## src/rtl/crc_stream_arbiter.sv

```systemverilog
// Packet-level round-robin arbiter that funnels NUM_REQ AXI-stream requesters into one CRC
// engine and routes each CRC result back to its requester through an in-order tag FIFO.
module crc_stream_arbiter #(
    parameter int NUM_REQ    = 4,
    parameter int DATA_WIDTH = 256,
    parameter int KEEP_WIDTH = 32,
    parameter int CRC_WIDTH  = 32,
    parameter int TAG_DEPTH  = 4
) (
    input  logic                             clk,
    input  logic                             reset_n,

    input  logic [NUM_REQ-1:0]               s_axi_stream_tvalid,
    output logic [NUM_REQ-1:0]               s_axi_stream_tready,
    input  logic [NUM_REQ-1:0]               s_axi_stream_tlast,
    input  logic [NUM_REQ-1:0]               s_axi_stream_tuser,
    input  logic [NUM_REQ*DATA_WIDTH-1:0]    s_axi_stream_tdata,
    input  logic [NUM_REQ*KEEP_WIDTH-1:0]    s_axi_stream_tkeep,

    output logic                             m_axi_stream_tvalid,
    input  logic                             m_axi_stream_tready,
    output logic                             m_axi_stream_tlast,
    output logic                             m_axi_stream_tuser,
    output logic [DATA_WIDTH-1:0]            m_axi_stream_tdata,
    output logic [KEEP_WIDTH-1:0]            m_axi_stream_tkeep,

    input  logic                             s_crc_stream_valid,
    output logic                             s_crc_stream_ready,
    input  logic [CRC_WIDTH-1:0]             s_crc_stream_data,

    output logic [NUM_REQ-1:0]               m_crc_stream_valid,
    input  logic [NUM_REQ-1:0]               m_crc_stream_ready,
    output logic [CRC_WIDTH-1:0]             m_crc_stream_data,

    output logic [$clog2(NUM_REQ)-1:0]       grant_id,
    output logic                             orphan_err
);

    // state | meaning
    // IDLE  | no packet owns the engine; one bubble cycle while the next grantee is picked
    // BUSY  | grant_id owns the engine until its tlast beat is accepted

    localparam int ID_W  = $clog2(NUM_REQ);
    localparam int PTR_W = (TAG_DEPTH > 1) ? $clog2(TAG_DEPTH) : 1;
    localparam int CNT_W = $clog2(TAG_DEPTH + 1);

    typedef enum logic {
        IDLE = 1'b0,
        BUSY = 1'b1
    } state_t;

    state_t            state;
    state_t            state_next;
    logic [ID_W-1:0]   rr_ptr;
    logic [ID_W-1:0]   winner;
    logic [ID_W-1:0]   cand;
    logic              found;
    logic              grant;
    logic              beat_done;

    logic [ID_W-1:0]   tag_mem [TAG_DEPTH];
    logic [PTR_W-1:0]  wr_ptr;
    logic [PTR_W-1:0]  rd_ptr;
    logic [CNT_W-1:0]  tag_count;
    logic [ID_W-1:0]   tag_head;
    logic              fifo_empty;
    logic              fifo_full;
    logic              push;
    logic              pop;

    logic [DATA_WIDTH-1:0] req_data [NUM_REQ];
    logic [KEEP_WIDTH-1:0] req_keep [NUM_REQ];

    function automatic logic [ID_W-1:0] rr_index(input logic [ID_W-1:0] base, input int offset);
        int sum;
        sum = int'(base) + offset;
        if (sum >= NUM_REQ) begin
            sum = sum - NUM_REQ;
        end
        return ID_W'(sum);
    endfunction

    function automatic logic [PTR_W-1:0] next_ptr(input logic [PTR_W-1:0] p);
        if (p == PTR_W'(TAG_DEPTH - 1)) begin
            return '0;
        end
        return p + 1'b1;
    endfunction

    always_comb begin
        for (int i = 0; i < NUM_REQ; i++) begin
            req_data[i] = s_axi_stream_tdata[i*DATA_WIDTH +: DATA_WIDTH];
            req_keep[i] = s_axi_stream_tkeep[i*KEEP_WIDTH +: KEEP_WIDTH];
        end
    end

    // Round-robin search starting at rr_ptr; first valid requester wins.
    always_comb begin
        found  = 1'b0;
        winner = '0;
        cand   = '0;
        for (int k = 0; k < NUM_REQ; k++) begin
            cand = rr_index(rr_ptr, k);
            if (!found && s_axi_stream_tvalid[cand]) begin
                found  = 1'b1;
                winner = cand;
            end
        end
    end

    assign fifo_empty = (tag_count == '0);
    assign fifo_full  = (tag_count == CNT_W'(TAG_DEPTH));
    assign tag_head   = tag_mem[rd_ptr];

    // Uses the registered count, so a pop in the same cycle cannot open a slot early.
    assign grant = (state == IDLE) && found && !fifo_full;
    assign push  = grant;

    always_comb begin
        state_next          = state;
        s_axi_stream_tready = '0;
        m_axi_stream_tvalid = 1'b0;
        m_axi_stream_tlast  = 1'b0;
        m_axi_stream_tuser  = 1'b0;
        m_axi_stream_tdata  = req_data[grant_id];
        m_axi_stream_tkeep  = req_keep[grant_id];
        beat_done           = 1'b0;
        case (state)
            IDLE: begin
                if (grant) begin
                    state_next = BUSY;
                end
            end
            BUSY: begin
                m_axi_stream_tvalid           = s_axi_stream_tvalid[grant_id];
                m_axi_stream_tlast            = s_axi_stream_tlast[grant_id];
                m_axi_stream_tuser            = s_axi_stream_tuser[grant_id];
                s_axi_stream_tready[grant_id] = m_axi_stream_tready;
                beat_done = s_axi_stream_tvalid[grant_id] && m_axi_stream_tready;
                if (beat_done && s_axi_stream_tlast[grant_id]) begin
                    state_next = IDLE;
                end
            end
            default: state_next = IDLE;
        endcase
    end

    always_comb begin
        m_crc_stream_valid = '0;
        s_crc_stream_ready = 1'b0;
        m_crc_stream_data  = s_crc_stream_data;
        if (!fifo_empty) begin
            m_crc_stream_valid[tag_head] = s_crc_stream_valid;
            s_crc_stream_ready           = m_crc_stream_ready[tag_head];
        end
    end

    assign pop = s_crc_stream_valid && s_crc_stream_ready;

    always_ff @(posedge clk or negedge reset_n) begin
        if (!reset_n) begin
            state    <= IDLE;
            rr_ptr   <= '0;
            grant_id <= '0;
        end else begin
            state <= state_next;
            if (grant) begin
                grant_id <= winner;
                rr_ptr   <= rr_index(winner, 1);
            end
        end
    end

    always_ff @(posedge clk or negedge reset_n) begin
        if (!reset_n) begin
            wr_ptr     <= '0;
            rd_ptr     <= '0;
            tag_count  <= '0;
            orphan_err <= 1'b0;
        end else begin
            if (push) begin
                wr_ptr <= next_ptr(wr_ptr);
            end
            if (pop) begin
                rd_ptr <= next_ptr(rd_ptr);
            end
            if (push && !pop) begin
                tag_count <= tag_count + 1'b1;
            end else if (pop && !push) begin
                tag_count <= tag_count - 1'b1;
            end
            if (s_crc_stream_valid && fifo_empty) begin
                orphan_err <= 1'b1;
            end
        end
    end

    // Tag storage needs no reset: entries are only read behind a non-zero count.
    always_ff @(posedge clk) begin
        if (push) begin
            tag_mem[wr_ptr] <= winner;
        end
    end

endmodule

```

## config.mk

```make
export PLATFORM = sky130hd
export DESIGN_NAME = crc_stream_arbiter
export DESIGN_NICKNAME = d
export VERILOG_FILES = /design/src/rtl/crc_stream_arbiter.sv
export SDC_FILE = /design/constraint.sdc
export NUM_CORES = 1
export LEC_CHECK = 0
export CAP_MARGIN = 25
export CORE_AREA = 2 2 598 600
export CTS_BUF_LIST = sky130_fd_sc_hd__clkbuf_8
export DETAILED_ROUTE_END_ITERATION = 12
export DIE_AREA = 0 0 600 602
export PLACE_DENSITY = 0.3
export SYNTH_ARGS = -nofsm -noshare
export SYNTH_HDL_FRONTEND = slang
export SYNTH_SLANG_ARGS = --single-unit
```

## constraint.sdc

```tcl
create_clock -name clk -period 7.15 [get_ports clk]
set_input_delay 1.0725 -clock clk [delete_from_list [all_inputs] [get_ports clk]]
set_output_delay 1.0725 -clock clk [all_outputs]
set_load 0.01 [all_outputs]
```

After elaboration in Yosys (flattened, before gate mapping)

Memories as Yosys holds them, arrays and structs flattened.
Cells that the tools add are included.
W data, S select, Z words.

Bits in registers: 13
RAM bits: 8
Output and inout port bits: 335
Word-level logic and storage cells: 122
Memories: 1

$add $sub $neg: 13
$lt $le $gt $ge: 14
Eq/ne operators: 3
Mux-type cells: 59
Bitwise gates (word level): 4
Reductions and logical operators: 21

Memories:

| memory  | words | bits a word | rd ports | clocked after Yosys merged registers in | wr ports | RTL line | RTL |
|---|---|---|---|---|---|---|---|
| tag_mem | 4     | 2           | 1        | 0                                       | 1        | 61       | `logic [ID_W-1:0] tag_mem [TAG_DEPTH];` |

Operators with widths:

| kind                  | count |
|---|---|
| $bmux W256 S2         | 1 |
| $mux W256             | 2 |
| $bmux W32 S2          | 1 |
| $mux W32              | 2 |
| $mux W2               | 13 |
| $mux W1               | 25 |
| $lt A2 B3 Y1 const B  | 6 |
| $bmux W1 S2           | 8 |
| $ge A3 B3 Y1 const B  | 5 |
| $logic_and A1 B1 Y1   | 13 |
| $sub A2 B1 Y2 const B | 5 |
| $and A4 B4 Y4         | 2 |
| $mux W4               | 2 |
| $add A2 B1 Y3 const B | 2 |
| $add A2 B2 Y3 const B | 2 |
| $logic_not A1 Y1      | 6 |
| $mux W3               | 2 |
| $add A2 B1 Y2 const B | 2 |
| $demux W1 S2          | 2 |
| $eq A2 B2 Y1 const B  | 2 |
| $ge A2 B1 Y1 const B  | 2 |
| $add A3 B1 Y3 const B | 1 |
| $eq A3 B3 Y1 const B  | 1 |
| $ge A2 B3 Y1 const B  | 1 |
| other kinds (6)       | 6 |

Longest topological paths before layout

Word-level depth: 20
Depth in mapped cells: 10

Worst setup path before layout

No wires, ideal clock.

Path type: input -> register
Start point: input port s_axi_stream_tvalid[1]
End point: register tag_count[2]
Library setup time: 79 ps
Data arrival time: 2930 ps
Data required time: 7071 ps
Path slack: 4141 ps
Stages on the path: 9
Path through: nor4_1 -> a211oi_1 -> clkbuf_1 -> ha_1 -> inv_1 -> fa_1 -> xor2_1 -> nor2_1 -> xor2_1

Cells in the longest elaborated chain, start to end: 17

RTL lines:

| item                                  | RTL line | RTL |
|---|---|---|
| start: declaration                    | 13       | `input logic [NUM_REQ-1:0] s_axi_stream_tvalid,` |
| $bmux W1 S2                           | 104      | `if (!found && s_axi_stream_tvalid[cand]) begin` |
| $mux W1 (not written as such)         | 104      |  |
| $mux W1                               | 104      |  |
| $logic_not A1 Y1                      | 104      |  |
| $logic_and A1 B1 Y1                   | 104      |  |
| $mux W1                               | 104      |  |
| $logic_not A1 Y1                      | 104      |  |
| $logic_and A1 B1 Y1                   | 104      |  |
| $mux W1                               | 104      |  |
| $logic_not A1 Y1                      | 104      |  |
| $logic_and A1 B1 Y1                   | 104      |  |
| $mux W1 (*)                           | 104      |  |
| $logic_and A1 B1 Y1 (*) (2 in series) | 116      | `assign grant = (state == IDLE) && found && !fifo_full;` |
| via grant                             | 58       | `logic grant;` |
| $logic_not A1 Y1                      | 189      | `end else if (pop && !push) begin` |
| $logic_and A1 B1 Y1                   | 189      |  |
| $reduce_bool A2 Y1 (no line)          | --       |  |
| end signal: assignment                | 188      | `tag_count <= tag_count + 1'b1;` |
| end signal: assignment                | 190      | `tag_count <= tag_count - 1'b1;` |
| end: declaration                      | 64       | `logic [CNT_W-1:0] tag_count;` |

Mark *: on every way through the listed nets, which the timed path passes. The rest lies on a longest branch. The select of a mux whose other input is x is not followed.
A chain may end at the register's enable or synchronous reset.

Worst setup path after layout

Start point: input port m_crc_stream_ready[1]
End point: output port s_crc_stream_ready

Cells in the longest elaborated chain, start to end: 3

RTL lines:

| item                          | RTL line | RTL |
|---|---|---|
| start: declaration            | 32       | `input logic [NUM_REQ-1:0] m_crc_stream_ready,` |
| $bmux W1 S2                   | 154      | `s_crc_stream_ready = m_crc_stream_ready[tag_head];` |
| $mux W1 (not written as such) | 154      |  |
| $mux W1                       | 152      | `if (!fifo_empty) begin` |
| end: declaration              | 28       | `output logic s_crc_stream_ready,` |

No other way between the ends. The select of a mux whose other input is x is not followed.

==> results.yml <==
outcome:
  outcome: "complete, no violations"
power_and_ir_drop:
  switchingPower_mw: 4.09
  power_density_nw_per_um2: 283
  seqPwrFrac_pct: 4.0
  internal_power_mw: 4.09
  switching_share_pct: 50.0
  leakagePower_nw: 8.27
  comb_power_share_pct: 95.0
  peakVddDrop_v: 0.000239
  clockPowerShare_pct: 1.0
synth:
  seq_area_frac_synth_pct: 6.87
  ys_seq_elements: 21
  yosys_warnings: 0
  netlist_instances: 492
  async_flop_share_pct: 61.9
  yosys_most_used_dff: "dfrtp_1"
  synth_edf_count: 8
  synth_cell_types: 36
  avgSynthCellArea_sq_um: 16.7
  syn_nets: 1703
  syn_area_sq_um: 8240
setup_path:
  start_kind: "input port"
  required_ns: 6.08
  r2r_slack_ns: 4.39
  r2r-end: "tag_count[2]"
  crit_type: "in -> out"
  cp_cell_sequence: "clkdlybuf4s50_1 > mux2i_1 > nor2b_1 > a211oi_2 > clkdlybuf4s50_1"
  slowest_stage: "clkdlybuf4s50_1"
  cp_data_arrival_time_ns: 3.35
  crit_top_cell: "clkdlybuf4s50_1"
  cp_top_family: "buffers and inverters"
  critPathMaxFanout: 2
  cp_num_buf_inv: 2
  crit_path_end_kind: "primary output"
  r2r_cells: 10
  crit_path_max_incr_delay_ns: 0.83
  reg2reg_from: "rd_ptr[0]"
timing:
  whs_ns: 0.469
  fin_ws_ns: 2.72
  period_needed_ns: 4.43
  min_period_over_period_pct: 61.9
  fin_tns_setup_ns: 0
  finalSetupViolCount: 0
  tightest_slew_ns: 1.04
  fmax_mhz: 226
  rsz0062_at_grt: "no"
  skew_ns: 0.00765
  finalHoldViolCount: 0
  maxSlewViolCount: 0
  slew_headroom_pct: 30.8
floorplanning:
  die_h_microns: 602
  rows: 219
  ios: 1539
  initial_utilization_pct: 2.32
  fp.dieW_microns: 600
  coreArea_sq_um: 355000
  dieArea_sq_um: 361000
route:
  dr.pass1.iters: 4
  vias: 14767
  drtIter0Drc: 925
  avgRoutedWirePerCell_microns: 43.2
  viasPerCell: 2.20
  postRouteAntennaNets: 0
  drc: 0
  drt_wl_total_microns: 290000
min_path:
  holdPathStages: 1
  whs_endpoint: "orphan_err"
  hp-class: "reg -> reg"
  min_from: "orphan_err"
clock_tree:
  cts_sinks: 21
  insertion_delay_ns: 0.27
  cts_max_level: 1
  post_cts_buffers: 0
  clk_pin_slew_ns: 0.08
  numCtsBuffers: 3
  max-clock-path-buffers: 2
  cts_tree: "yes"
  cts_hold_buf: 0
  cts_root_buf: "clkbuf_8"
  cts_resized: 0
grt:
  grt_pass1_vias: 13934
  grt_pass1_wl_microns: 321000
  grt_start_max_net_pins: 102
  antenna_found_initial: 480
  gr-total-overflow: 0
  track_usage_pct: 15.4
finish:
  nets: 3105
  fin_cells: 6704
  most-common-layout-cells: "1473 x clkdlybuf4s50_1, 292 x mux4_2, 13 x nor2_1, 13 x buf_4, 11 x dfrtp_1"
  final_common_cell: "clkdlybuf4s50_1"
  syn_to_final_growth_pct: 251
  fillerInstances: 41211
  multi_input_area_sq_um: 7120
  ff_latch_area_sq_um: 573
  drive_gt1_share_pct: 17.3
  design_area_sq_um: 28900
placed_design:
  place_ws_ns: 2.59
  placed_cell_area_sq_um: 28700
  portBuffers: 1474
  hpwl_microns: 278000
  routabilityCongestion: 0.900
  placedCellCount: 6640
flow_run:
  max_cap_violations: 0
-- worst register-to-register path, delay by kind of cell, from the launching register on --
| family | cells | cell delay, ns |
|---|---|---|
| buffers and inverters | 2 | 0.14 |
| flip-flops | 1 | 0.45 |
| adder cells (fa/ha/maj) | 2 | 0.54 |
| XOR/XNOR | 2 | 0.31 |
| AO/OA/AOI/OAI | 1 | 0.17 |
| multiplexers | 2 | 0.97 |
| AND/OR/NAND/NOR | 1 | 0.11 |
-- power groups by stage --
stage / Clock, mW / Combinational, mW / Sequential, mW
CTS: 0.0867 / 8.13 / 0.344
floorplan: 0 / 3.17 / 0.215
detailed placement: 0 / 8.07 / 0.347
global placement: 0 / 8.05 / 0.341
global route: 0.0908 / 8.14 / 0.348
finish: 0.0822 / 7.77 / 0.325
-- synth_stat cells, types with 3 or more instances --
cell / instances / share of area (%)
nor2_1: 13 / 0.59
dfrtp_1: 13 / 3.9
clkbuf_1: 29 / 1.3
nand2b_1: 3 / 0.23
ha_1: 6 / 0.91
mux4_2: 292 / 80
and2_1: 7 / 0.53
mux2_2: 3 / 0.41
nor3_1: 3 / 0.18
edfxtp_1: 8 / 2.9
inv_1: 7 / 0.32
mux2i_1: 3 / 0.36
buf_1: 8 / 0.36
nand2_1: 5 / 0.23
buf_2: 30 / 1.8
a21o_1: 3 / 0.27
buf_4: 32 / 2.9
-- cell type report --
| class | instances | share of cell area, % |
|---|---|---|
| Clock buffer | 3 | 0.143 |
| Timing Repair Buffer | 1496 | 52.1 |
| Clock inverter | 1 | 0.0259 |
| Multi-Input combinational cell | 365 | 24.6 |
| Inverter | 7 | 0.0908 |
| Sequential cell | 21 | 1.98 |
| Antenna cell | 60 | 0.519 |
| Tap cell | 4751 | 20.5 |
-- logic make-up (layout without fill, tap and decap cells) --
family / count (synthesis) / after routing / share of synthesized area, %
DFF: 21 / 21 / 6.87
adders and majority gates: 7 / 7 / 1.15
muxes: 301 / 301 / 81.2
AOI/OAI and AO/OA: 15 / 15 / 1.37
xor gates and xnor gates: 3 / 3 / 0.319
and+or+nand+nor: 39 / 39 / 2.34
buffers and inverters: 106 / 1507 / 6.74
other: 0 / 60 / 0
-- per-stage QoR --
| stage | utilization [%] | total power, mW |
|---|---|---|
| final | 8.15 | 8.18 |
| after global routing | 8.12 | 8.58 |
| after CTS | 8.11 | 8.56 |
| after detailed placement | 8.10 | 8.42 |
| after global placement | 8.07 | 8.39 |
| after floorplan | - | 3.38 |
-- registers in the layout, summed over array words and instances, names as in the netlist --
| name | flops |
|---|---|
| grant_id | 2 |
| tag_count | 3 |
| rd_ptr | 2 |
| state | 1 |
| wr_ptr | 2 |
| rr_ptr | 2 |
| tag_mem | 8 |
| orphan_err | 1 |
-- worst max path at each step --
stage                                      start                       to  slack (ns)  depth (start not counted)
final                      m_crc_stream_ready[1]       s_crc_stream_ready        2.72                          5
after global routing                 grant_id[0]  m_axi_stream_tdata[183]        2.53                          3
after CTS                            grant_id[0]   m_axi_stream_tkeep[30]        2.48                          3
after detailed placement   m_crc_stream_ready[1]       s_crc_stream_ready        2.59                          5
after global placement     m_crc_stream_ready[1]       s_crc_stream_ready        1.94                          5
after floorplan           s_axi_stream_tvalid[1]             tag_count[2]        4.14                          9
-- per-layer routing --
metal / GRT usage [%] / wire length, microns
met1: 14.7 / 91500
met2: 29.3 / 150000
met3: 9.16 / 40300
met4: 0.965 / 6210
met5: 0 / 1360
Power figures use the tool's default switching activity.
